## config.mk

```make
export PLATFORM = sky130hd
export DESIGN_NAME = char_buf_arb
export DESIGN_NICKNAME = d
export VERILOG_FILES = /design/src/rtl/char_buf_arb_pkg.sv /design/src/rtl/char_buf_arb_rr_pick.sv /design/src/rtl/char_buf_arb.sv
export SDC_FILE = /design/constraint.sdc
export NUM_CORES = 1
export LEC_CHECK = 0
export BUFFER_PORTS_ARGS = -buffer_cell sky130_fd_sc_hd__buf_2
export CAP_MARGIN = 20
export CORE_MARGIN = 5
export CORE_UTILIZATION = 49
export CTS_BUF_LIST = sky130_fd_sc_hd__clkbuf_4 sky130_fd_sc_hd__clkbuf_8 sky130_fd_sc_hd__clkbuf_16
export CTS_CLUSTER_SIZE = 30
export DETAILED_ROUTE_END_ITERATION = 16
export PLACE_DENSITY = 0.73
export SYNTH_ARGS = -nofsm -noshare
export SYNTH_HDL_FRONTEND = slang
export SYNTH_SLANG_ARGS = --single-unit
```

## constraint.sdc

```tcl
create_clock -name clk -period 5.3 [get_ports clk]
set_input_delay 0.53 -clock clk [delete_from_list [all_inputs] [get_ports clk]]
set_output_delay 0.53 -clock clk [all_outputs]
set_load 0.005 [all_outputs]
```

## src/rtl/char_buf_arb_pkg.sv

```systemverilog
// ---------------------------------------------------------------------------
// CharBufArbPkg
// Shared types and constants for the character-buffer write-port arbiter.
//   state_t   : arbiter FSM states (INSERT used only when CHAR_BUF_ARB_SEP_EN
//               is defined)
//   dbg_t     : debug view of the FSM state and the column-0 flag
//   ASCII_*   : control characters the arbiter reacts to
//   is_eol()  : true for characters that end a producer's line
// ---------------------------------------------------------------------------
package CharBufArbPkg;

   typedef enum logic [1:0] {
      IDLE   = 2'd0,
      GRANT  = 2'd1,
      INSERT = 2'd2
   } state_t;

   typedef struct packed {
      state_t state;
      logic   col0;
   } dbg_t;

   localparam logic [7:0] ASCII_LF  = 8'h0A;
   localparam logic [7:0] ASCII_ESC = 8'h1B;
   localparam logic [7:0] ASCII_DEL = 8'h7F;

   function automatic logic is_eol(input logic [7:0] c);
      return (c == ASCII_LF) || (c == ASCII_ESC);
   endfunction

endpackage

```

## src/rtl/char_buf_arb_rr_pick.sv

```systemverilog
// ---------------------------------------------------------------------------
// RRPick
// Combinational round-robin picker. Returns the first index with val set,
// searching from last+1 and wrapping modulo p_num_reqs. The previous winner
// is checked last, so it only wins again when nobody else is asking.
//   val  in  p_num_reqs       : request vector
//   last in  clog2(p_num_reqs): previous winner
//   idx  out clog2(p_num_reqs): selected index (0 when any==0)
//   any  out 1                : at least one request is set
// ---------------------------------------------------------------------------
module RRPick #(
   parameter int p_num_reqs = 2
) (
   input  logic [p_num_reqs-1:0]         val,
   input  logic [$clog2(p_num_reqs)-1:0] last,
   output logic [$clog2(p_num_reqs)-1:0] idx,
   output logic                          any
);

   localparam int W = $clog2(p_num_reqs);

   logic [W-1:0] cand;

   always_comb begin
      idx  = '0;
      any  = 1'b0;
      cand = '0;
      for (int i = 1; i <= p_num_reqs; i++) begin
         cand = W'((int'(last) + i) % p_num_reqs);
         if (!any && val[cand]) begin
            any = 1'b1;
            idx = cand;
         end
      end
   end

endmodule

```

## src/rtl/char_buf_arb.sv

```systemverilog
// ---------------------------------------------------------------------------
// char_buf_arb
// Round-robin arbiter sharing the character buffer's single write port among
// several ASCII producers. A grant is held until the owner sends LF/ESC,
// reaches p_max_burst characters, or stays idle for p_idle_cycles cycles.
//
// Handshake: a character moves from requester i when req_val[i] & req_rdy[i]
// in the same cycle. req_rdy is decoded from registers only and never looks
// at req_val; a producer may drop req_val at any time. The output side has no
// backpressure: ascii_val pulses for one cycle per character, one cycle after
// its transfer, and ascii holds its last value otherwise.
//
// Optional feature: CHAR_BUF_ARB_SEP_EN. When defined, a grant moving to a
// different producer while the buffer is mid-line first emits a separator LF
// (INSERT state) so two producers' text never shares a line.
//
// Ports:
//   clk        in  1                  clock
//   rst        in  1                  synchronous active-high reset
//   req_ascii  in  8*p_num_reqs       character of requester i at [8i+7:8i]
//   req_val    in  p_num_reqs         requester i offers a character
//   req_rdy    out p_num_reqs         requester i's character is taken
//   ascii      out 8                  character to the buffer
//   ascii_val  out 1                  ascii valid this cycle
//   owner      out clog2(p_num_reqs)  current or most recent grant holder
//   dbg        out dbg_t              FSM state and column-0 flag
// ---------------------------------------------------------------------------
module char_buf_arb
   import CharBufArbPkg::*;
#(
   parameter int p_num_reqs    = 2,
   parameter int p_max_burst   = 32,
   parameter int p_idle_cycles = 4
) (
   input  logic                          clk,
   input  logic                          rst,
   input  logic [8*p_num_reqs-1:0]       req_ascii,
   input  logic [p_num_reqs-1:0]         req_val,
   output logic [p_num_reqs-1:0]         req_rdy,
   output logic [7:0]                    ascii,
   output logic                          ascii_val,
   output logic [$clog2(p_num_reqs)-1:0] owner,
   output dbg_t                          dbg
);

   localparam int         OW        = $clog2(p_num_reqs);
   localparam logic [7:0] MAX_BURST = 8'(p_max_burst);
   localparam logic [7:0] IDLE_LIM  = 8'(p_idle_cycles);

   state_t        state;
   logic [7:0]    burst_cnt;
   logic [7:0]    idle_cnt;
   logic          col0;

   logic [OW-1:0] pick;
   logic          pick_any;
   logic          own_val;
   logic [7:0]    own_char;
   logic          xfer;
   logic [7:0]    burst_next;
   logic [7:0]    idle_next;

   RRPick #(.p_num_reqs(p_num_reqs)) u_pick (
      .val  (req_val),
      .last (owner),
      .idx  (pick),
      .any  (pick_any)
   );

   assign own_val    = req_val[owner];
   assign own_char   = req_ascii[{owner, 3'b000} +: 8];
   assign xfer       = (state == GRANT) && own_val;
   assign burst_next = burst_cnt + 8'd1;
   assign idle_next  = idle_cnt + 8'd1;

   always_comb begin
      req_rdy = '0;
      if (state == GRANT) req_rdy[owner] = 1'b1;
   end

   assign dbg.state = state;
   assign dbg.col0  = col0;

   always_ff @(posedge clk) begin
      if (rst) begin
         state     <= IDLE;
         owner     <= OW'(p_num_reqs - 1);  // requester 0 wins first
         burst_cnt <= '0;
         idle_cnt  <= '0;
         col0      <= 1'b1;
         ascii     <= '0;
         ascii_val <= 1'b0;
      end else begin
         ascii_val <= 1'b0;
         case (state)
            IDLE: begin
               if (pick_any) begin
                  owner     <= pick;
                  burst_cnt <= '0;
                  idle_cnt  <= '0;
`ifdef CHAR_BUF_ARB_SEP_EN
                  // New producer while the buffer is mid-line: break the line.
                  if ((pick != owner) && !col0) state <= INSERT;
                  else                          state <= GRANT;
`else
                  state <= GRANT;
`endif
               end
            end

            GRANT: begin
               if (xfer) begin
                  ascii     <= own_char;
                  ascii_val <= 1'b1;
                  burst_cnt <= burst_next;
                  idle_cnt  <= '0;
                  // DEL erases in place, so it leaves the column flag alone.
                  if (is_eol(own_char))            col0 <= 1'b1;
                  else if (own_char != ASCII_DEL)  col0 <= 1'b0;
                  if (is_eol(own_char) || (burst_next == MAX_BURST))
                     state <= IDLE;
               end else begin
                  idle_cnt <= idle_next;
                  if (idle_next == IDLE_LIM) state <= IDLE;
               end
            end

`ifdef CHAR_BUF_ARB_SEP_EN
            INSERT: begin
               // Separator LF is not a producer character: burst untouched.
               ascii     <= ASCII_LF;
               ascii_val <= 1'b1;
               col0      <= 1'b1;
               state     <= GRANT;
            end
`endif

            default: state <= IDLE;
         endcase
      end
   end

endmodule

```

# After elaboration in Yosys (flattened, before gate mapping)
# Cells that the tools add are included.
# Widths: inputs -> output; s select.
# op_classes
eq_ne	10
n_reduce_logical	16
bitwise	1
shifts	1
mux	26
n_lt_le_gt_ge	4
add_sub_neg	4
# op_table
cell	n
$pmux 8 s2	2
$mux 8	3
$add 8x1->8 const B	2
$shiftx 16x5->8	1
$mux 1	14
$mux 2	5
$reduce_and 3->1	3
$eq 8x3->1 const B	1
$eq 8x4->1 const B	1
$eq 8x5->1 const B	1
$eq 8x6->1 const B	1
$ne 8x7->1 const B	1
$lt 1x2->1 const B	3
$ne 3x2->1 const B	2
$reduce_and 2->1	3
$ne 2x2->1 const B	2
$pmux 2 s2	1
$reduce_bool 2->1	2
$logic_and 1x1->1	3
$add 1x1->1 const B	2
$eq 2x1->1 const B	1
$logic_not 2->1	1
$logic_or 1x1->1	2
$reduce_or 2->1	1
4 further kinds	4
# totals
out_inout_bits	15
in_bits	20
regBits	29
elab_cells	69

# Depth between registers and ports, before layout
# Gate-level depths: netlist of run 1.
# depth
depth_word	9
ltp_mapped	6
depth_no_buf	5

# By module
# From an unflattened synthesis of run 1, not the netlist that was laid out.
# unflattened
cells_unflattened	187
area_unflattened_um2	1596.5
# by_module_without_submodules
mod	instances	area_each_um2	cells_each	seq_area_each_um2
char_buf_arb	1	1582.8	185	560.5
RRPick	1	13.8	2	0.0

# Worst setup path after synthesis of run 1
# No wires, ideal clock.
# synth_timing
path_kind	register to register
from	register idle_cnt[0]
to	register state[0]
stages_incl_launch_ff	6
setup_time_ns	0.135
period_less_slack_ns	1.672
arrival_time_ns	1.538
setup_slack_ns	3.628
path_buffers	0
t_required_ns	5.165
path_cell_list	dfxtp_1 -> ha_1 -> or4b_2 -> o41ai_1 -> a211o_1 -> o41ai_1
# synth_between
elab_chain_cells	4
# synth_rtl
element	line_no	rtl
from (decl)	char_buf_arb.sv:52	logic [7:0] idle_cnt;
from (signal assigned)	char_buf_arb.sv:123	idle_cnt <= idle_next;
$add 8x1->8	char_buf_arb.sv:74	assign idle_next = idle_cnt + 8'd1;
$eq 8x3->1	char_buf_arb.sv:124	if (idle_next == IDLE_LIM) state <= IDLE;
$ne 3x2->1 (no line)	--	
$reduce_and 3->1 (no line)	--	
to (signal assigned)	char_buf_arb.sv:86	state <= IDLE;
to (signal assigned)	char_buf_arb.sv:121	state <= IDLE;
to (signal assigned)	char_buf_arb.sv:124	
to (decl)	char_buf_arb.sv:50	state_t state;
# No other way between the ends.
# A chain may end at the register's enable or synchronous reset.

# Worst setup path after layout of run 1
# layout_timing
from	register owner
to	register burst_cnt[2]
# layout_between
elab_chain_cells	9
word_cells_on_any_way	16
cone_classes	2 x add/sub; 2 x eq/ne; 8 x mux; 4 x reduce/logical
# layout_rtl
element	line_no	rtl
from (decl)	char_buf_arb.sv:42	output logic [$clog2(p_num_reqs)-1:0] owner,
from (signal assigned)	char_buf_arb.sv:87	owner <= OW'(p_num_reqs - 1);
from (signal assigned)	char_buf_arb.sv:98	owner <= pick;
$add 1x1->1	char_buf_arb_rr_pick.sv:29	cand = W'((int'(last) + i) % p_num_reqs);
$mux 1 (not written as such) (2 in a row)	char_buf_arb_rr_pick.sv:30	if (!any && val[cand]) begin
$mux 1	char_buf_arb_rr_pick.sv:30	
$logic_not 1->1	char_buf_arb_rr_pick.sv:30	
$logic_and 1x1->1	char_buf_arb_rr_pick.sv:30	
$mux 1	char_buf_arb_rr_pick.sv:30	
$ne 2x2->1 (no line)	--	
$reduce_and 3->1 (no line) (*)	--	
to (signal assigned)	char_buf_arb.sv:115	burst_cnt <= burst_next;
to (decl)	char_buf_arb.sv:51	logic [7:0] burst_cnt;
# Mark *: on every way between the ends. The rest lies on a longest branch, timed or not. The select of a mux whose other input is x is not followed.

==> results of run 1 <==
==> worst max-delay path, cell delays in order (launching register included) <==
cell and delay [ns]:
dfxtp_1 0.89, mux2i_4 0.59, a21oi_1 0.15, nor2_2 0.26, o21ai_0 0.13, o21ai_0 0.09
==> power by group <==
part	total, µW	switching, µW	internal (µW)
logic	84.5	45.8	38.6
registers	237	14.5	222
clock network	86.7	60.0	26.7
==> flip-flops by register name (all words and copies together), names as in the netlist <==
signal     flops
idle_cnt       8
burst_cnt      8
ascii          8
col0           1
ascii_val      1
state          1
owner          1
==> cell usage after synthesis (all sizes together) <==
cell type / n / area [µm²]
nand4: 4 / 25.0
nor2: 26 / 110
o41ai: 2 / 17.5
clkinv: 1 / 3.75
or4: 1 / 7.51
dfxtp: 28 / 561
a22o: 4 / 35.0
and2: 3 / 21.3
or4b: 1 / 10.0
ha: 3 / 37.5
nor2b: 1 / 6.26
a221o: 1 / 10.0
xor2: 3 / 26.3
or2: 1 / 6.26
nor3b: 4 / 30.0
nand3: 4 / 20.0
a22oi: 2 / 15.0
a31oi: 5 / 31.3
buf: 6 / 43.8
nor3: 3 / 26.3
a21oi: 8 / 40.0
mux2i: 10 / 113
nor4b: 1 / 8.76
a311oi: 3 / 26.3
a211o: 1 / 8.76
nand2: 10 / 45.0
and4: 1 / 8.76
conb: 1 / 3.75
and4b: 1 / 10.0
a211oi: 9 / 67.6
o21ai: 9 / 45.0
and3: 4 / 25.0
nor4: 3 / 18.8
xnor2: 6 / 52.6
clkbuf: 5 / 20.0
==> how the worst min path moves through the flow <==
stage,from,slack [ns],cells past startpoint,endpoint
finish,idle_cnt[7],0.50,1,idle_cnt[7]
global route,idle_cnt[7],0.51,1,idle_cnt[7]
CTS,idle_cnt[7],0.50,1,idle_cnt[7]
detailed placement,idle_cnt[7],0.48,1,idle_cnt[7]
global placement,idle_cnt[7],0.47,1,idle_cnt[7]
floorplan,idle_cnt[7],0.44,1,idle_cnt[7]
==> cells in the final DEF (no fill, tap or decap), types with 2 or more instances in the layout <==
master / count
dfxtp_1: 28
a21oi_1: 8
clkbuf_4: 3
nor3_1: 2
a31oi_1: 5
o21ai_0: 8
nor4_1: 3
mux2i_1: 9
buf_2: 33
nand4_1: 4
nor2_2: 2
xnor2_1: 6
a311oi_1: 3
and2_1: 2
nand2_1: 9
and3_1: 4
nor2_1: 23
o41ai_1: 2
a22oi_1: 2
nand3_1: 4
xor2_1: 3
nor3b_1: 4
a22o_1: 4
ha_1: 3
a211oi_1: 9
==> logic make-up after synthesis <==
logic type	after synthesis
multiplexers	10
AO/OA/AOI/OAI	44
AND/OR/NAND/NOR	68
flip-flops	28
XOR/XNOR	9
buffers and inverters	12
adder cells (fa/ha/maj)	3
other	1
==> per-layer routing <==
metal / up-vias / wire [µm]
met2: 50 / 1430
met5: - / 0
met4: 0 / 42
li1: 698 / -
met3: 5 / 266
met1: 611 / 1470
==> cell type report <==
cell class	count	area (µm²)
Inverter	1	3.75
Clock buffer	3	22.5
Sequential cell	28	561
Multi-Input combinational cell	135	908
Timing Repair Buffer	33	165
Tap cell	44	55.1
Fill cell	279	1310
==> through the flow <==
step	setup WS, ns	total power (µW)	instances	utilization [%]	hold slack (ns)
3_5_place_dp	3.16	326	241	55.9	0.481
2_1_floorplan	3.63	298	175	-	0.439
5_1_grt	2.94	434	244	56.7	0.511
6_report	3.12	408	244	56.7	0.499
3_3_place_gp	3.26	323	241	55.9	0.469
4_1_cts	3.13	410	244	56.7	0.500
==> results.txt, run 1 <==
N_diodes: 0
Fmax: 459 MHz
Total core area: 3030 µm²
Worst Setup SP: owner
CP Capture Type: flip-flop
Post-Synth Adder-Cell Area: 2.44%
Vias in the first global route: 1301
Register area share after synthesis: 36.5%
DRC Markers: 0
Crit path launch type: flip-flop
RSZ-0062 raised after global routing: no
Initial DRC Count: 57
H-Tree Level Count: 1
Mux cell area share after synthesis: 7.33%
Yosys reg bits: 28
Pwr Density: 238 nW/µm²
Pin count of the biggest net entering global routing: 26
Mapped Cells: 175
Area growth syn-to-layout: 11.6%
Final ANT Viol Nets: 0
Lkg Pwr: 0.000716 µW
CP max FO: 19
Post-CTS resize count: 0
Worst VDD drop: 0.125 mV
Post-synthesis simple-gate area fraction: 24.7%
CTS max path bufs: 2
Overall die width: 66.0 µm
Post-DP HPWL: 2410 µm
Reg2Reg Setup Slack: 3.12 ns
Clock-pin slew on the worst setup and hold paths: 0.14 ns
Min cycle time layout: 2.18 ns
Die ar.: 4360 µm²
Reg2Reg Depth: 5
First-pass GRT wire length: 5730 µm
Final Wtd Congestion: 0.866
Total Routed Length: 3210 µm
Final setup viols: 0
Worst reg2reg startpoint: owner
Ys Warns: 0
Post-Syn Nets: 198
Least-Margin Pin Slew: 0.830 ns
Pre-antenna DRT Iters: 4
Congestion Overflow GR: 0
Critical Path RT: 5.56 ns
Outcome: completed
Grt met3 use: 3.57%
CTS Sinks: 28
Hold Crit Class: reg2reg
End of the critical path: burst_cnt[2]
IO Count: 35
Max-cap violation count: 0
Mapped Area: 1540 µm²
Final setup TNS: 0 ns
Slew margin rel.: 44.6%
Largest family of logic cells by synthesized area: simple AND/OR/NAND/NOR gates
M2 GR Usage: 26.5%
FP Rows: 20
Fin. max-slew vios: 0
Root buf cell: clkbuf_4
Routed vias/inst: 5.59
Die Ht: 66.0 µm
# Post-CTS Setup Buffers: 0
Most Crowded Layer GR: met2
Compound-Gate Fraction of Synth Area: 19.3%
Placed instance area: 1690 µm²
CTS Hold Bufs: 0
Final critical-path share of the clock period: 41.1%
Critical Path AT: 2.43 ns
Initial antenna violation count: 0
DR WL/cell: 13.1 µm
Post-synth cell types: 45
Share of cells above drive strength 1: 22.5%
Crit Path Category: reg2reg
Avg Cell Area, Syn: 8.78 µm²
TritonCTS Buffers: 3
Gr usage total: 16.4%
Fin. Hold Viols: 0
Skew final: 0.00477 ns
Post-Synth XOR/XNOR Area: 5.13%
Reg-to-Reg End: burst_cnt[2]
Fin nets: 225
Worst-Skew Late Latency: 0.32 ns
CTS tree: built
Design Area, Final: 1720 µm²
IO buf count: 33
Starting Density: 50.7%
Grt met1 use: 21.6%
Routed via count: 1364
(Power assumes the default switching activity.)
==> inputs of run 2 (changes only) <==
Settings changed: ABC_AREA from default to 1.
Clock period 5.3 ns to 2.1 ns, I/O delays scaled along.
==> run 2 against run 1 <==
  * Design area up 5.6%
  * Critical path depth up 5
  * Highest routed layer unchanged
  * Sequential power up 150%
  * Utilization up 1.7 points
  * Cell count up 28%
  * Area after synthesis up 5.5%
==> results.txt, run 2 <==
Top Registers: ascii: 8 flops, burst_cnt: 8 flops, idle_cnt: 8 flops
IO Count: 35 (unchanged)
Synth async-reset ratio: 0% (unchanged)
Fin. max-slew vios: 0 (unchanged)
Fin. Hold Viols: 0 (unchanged)
Crit Path Category: reg2reg
Top-area cell type share of the netlist area: 34.6% (-1.9 points)
Final critical-path share of the clock period: 82.6% (+42 points)
Area growth syn-to-layout: 11.7% (about the same)
M2 GR Usage: 27.5% (+0.93 points)
CP max FO: 19 (unchanged)
Post-CTS resize count: 0 (unchanged)
CTS Sinks: 28 (unchanged)
Grt met3 use: 2.66% (-0.91 points)
Mapped Area: 1620 µm² (+5.5%)
Fmax: 576 MHz (+26%)
First-pass GRT wire length: 6220 µm (+8.7%)
TritonCTS Buffers: 3 (unchanged)
Min cycle time layout: 1.74 ns (-0.443 ns)
Reg2Reg Setup Slack: 0.36 ns (-2.76 ns)
Ys Warns: 0 (unchanged)
Fin nets: 294 (+31%)
N_diodes: 0 (unchanged)
DR WL/cell: 11.2 µm (-15%)
Hold Crit Class: in2reg
Most frequent cells in the layout: 67 x nand2_1, 33 x buf_2, 28 x dfxtp_1, 27 x nor2_1, 24 x inv_1
Top cells by area, synth: dfxtp_1 35%, nand2_1 16%, nor2_1 6.3%, inv_1 5.6%, nand3_1 4.9%
CTS Hold Bufs: 0 (unchanged)
Outcome: completed
Count leader, synth: nand2_1
Top cells by count, synth: 67 x nand2_1, 28 x dfxtp_1, 27 x nor2_1, 24 x inv_1, 16 x nand3_1
Routed via count: 1557 (+14%)
Grt met1 use: 24.3% (+2.7 points)
Die Ht: 67.5 µm (+2.3%)
CTS max path bufs: 2 (unchanged)
Overall die width: 67.5 µm (+2.3%)
Mapped Cells: 240 (+37%)
Final setup viols: 0 (unchanged)
Synth area leader: dfxtp_1
DRC Markers: 0 (unchanged)
Final ANT Viol Nets: 0 (unchanged)
Routed vias/inst: 4.97 (-11%)
Share of cells above drive strength 1: 19.7% (-2.8 points)
Gr usage total: 17.5% (+1.1 points)
Max-cap violation count: 0 (unchanged)
Root buf cell: clkbuf_4
Register area share after synthesis: 34.6% (-1.9 points)
Critical Path RT: 2.33 ns (-3.23 ns)
Yosys reg bits: 28 (unchanged)
Worst-Skew Late Latency: 0.33 ns (about the same)
Pwr Density: 568 nW/µm² (+140%)
Reg2Reg Depth: 10 (+5)
Post-DP HPWL: 2690 µm (+12%)
Avg Cell Area, Syn: 6.76 µm² (-23%)
Post-Syn Nets: 263 (+33%)
RSZ-0062 raised after global routing: no
H-Tree Level Count: 1 (unchanged)
Post-synth cell types: 35 (-22%)
Congestion Overflow GR: 0 (unchanged)
Crit path launch type: flip-flop
IO buf count: 33 (unchanged)
Post-synth EDFFs: 0 (unchanged)
Commonest non-fill, non-tap cell in the layout: nand2_1
CTS tree: built
Pre-antenna DRT Iters: 4 (unchanged)
Clock-pin slew on the worst setup and hold paths: 0.15 ns (about the same)
Power Total: 1030 µW (+150%)
Worst hold start: req_val[0]
Slew margin rel.: 66.3% (+22 points)
Starting Density: 52.3% (+1.5 points)
FP Rows: 20 (unchanged)
Worst reg2reg startpoint: owner
# Post-CTS Setup Buffers: 0 (unchanged)
Hold Path Sink: owner
Least-Margin Pin Slew: 0.505 ns (-0.325 ns)
Vias in the first global route: 1429 (+9.8%)
Pin count of the biggest net entering global routing: 20 (-23%)
# fillers: 321 (+15%)
Initial DRC Count: 102 (+79%)
CP Capture Type: flip-flop
Worst VDD drop: 0.321 mV (+160%)
Total core area: 3100 µm² (+2.5%)
Skew final: 0.00817 ns (+0.00340 ns)
Most Crowded Layer GR: met2
Initial antenna violation count: 0 (unchanged)
Total Routed Length: 3490 µm (+8.9%)
Worst Hold Path Cells: 2 (+1)
Ys flop type: dfxtp_1
Final setup TNS: 0 ns (unchanged)
Final Wtd Congestion: 0.853 (-1.6%)
Reg-to-Reg End: col0
Lkg Pwr: 0.000861 µW (+20%)
Critical Path AT: 1.97 ns (-0.46 ns)
Die ar.: 4560 µm² (+4.7%)
[run 2: worst max-delay path: stages (launching register included)]
cell,delay [ns]
dfxtp_1,0.49
inv_2,0.25
nand2_2,0.09
nand2_4,0.11
inv_4,0.06
nor2_8,0.25
nand2_4,0.11
inv_2,0.10
o21ai_1,0.06
o21ai_1,0.07
nand2_1,0.05
[run 2: how the worst max path moves through the flow]
stage / startpoint / end / slack [ns]
after floorplan: idle_cnt[0] / state[0] / 0.79
after global placement: owner / col0 / 0.42
after detailed placement: owner / col0 / 0.38
after CTS: owner / burst_cnt[6] / 0.35
after global routing: owner / state[0] / 0.18
final: owner / col0 / 0.36
[run 2: kinds of logic after synthesis]
family / after synthesis / synth area share [%]
and+or+nand+nor: 126 / 35.5
AOI/OAI and AO/OA: 43 / 16.0
buffers and inverters: 37 / 10.3
DFF: 28 / 34.6
adders and majority gates: 3 / 2.32
xor gates and xnor gates: 2 / 1.08
other: 1 / 0.231
[run 2: routing by layer]
| metal | up-vias | routed length (µm) |
|---|---|---|
| li1 | 836 | - |
| met4 | 0 | 44 |
| met2 | 36 | 1500 |
| met3 | 5 | 167 |
| met5 | - | 0 |
| met1 | 680 | 1780 |
[run 2: cell type report]
cell class | count | area [µm²] | share of cell area (%)
Clock buffer | 3 | 22.5 | 1.24
Inverter | 30 | 115 | 6.35
Multi-Input combinational cell | 175 | 893 | 49.3
Sequential cell | 28 | 561 | 30.9
Tap cell | 44 | 55.1 | 3.04
Timing Repair Buffer | 33 | 165 | 9.12
[run 2: report_power, final]
| part | internal [µW] | switching (µW) |
|---|---|---|
| clock network | 67.4 | 155 |
| logic | 82.6 | 139 |
| registers | 559 | 26.2 |
| total | 709 | 321 |
[run 2: metrics by stage]
step           util, %  cell area [µm²]  hold WS (ns)  cells  worst slack, ns
6_report          58.4             1810         0.160    313            0.364
5_1_grt           58.4             1810         0.154    313            0.181
4_1_cts           58.4             1810         0.148    313            0.349
3_5_place_dp      57.7             1790         0.475    310            0.383
3_3_place_gp      57.7             1790         0.468    310            0.416
2_1_floorplan        -             1620         0.288    240            0.789
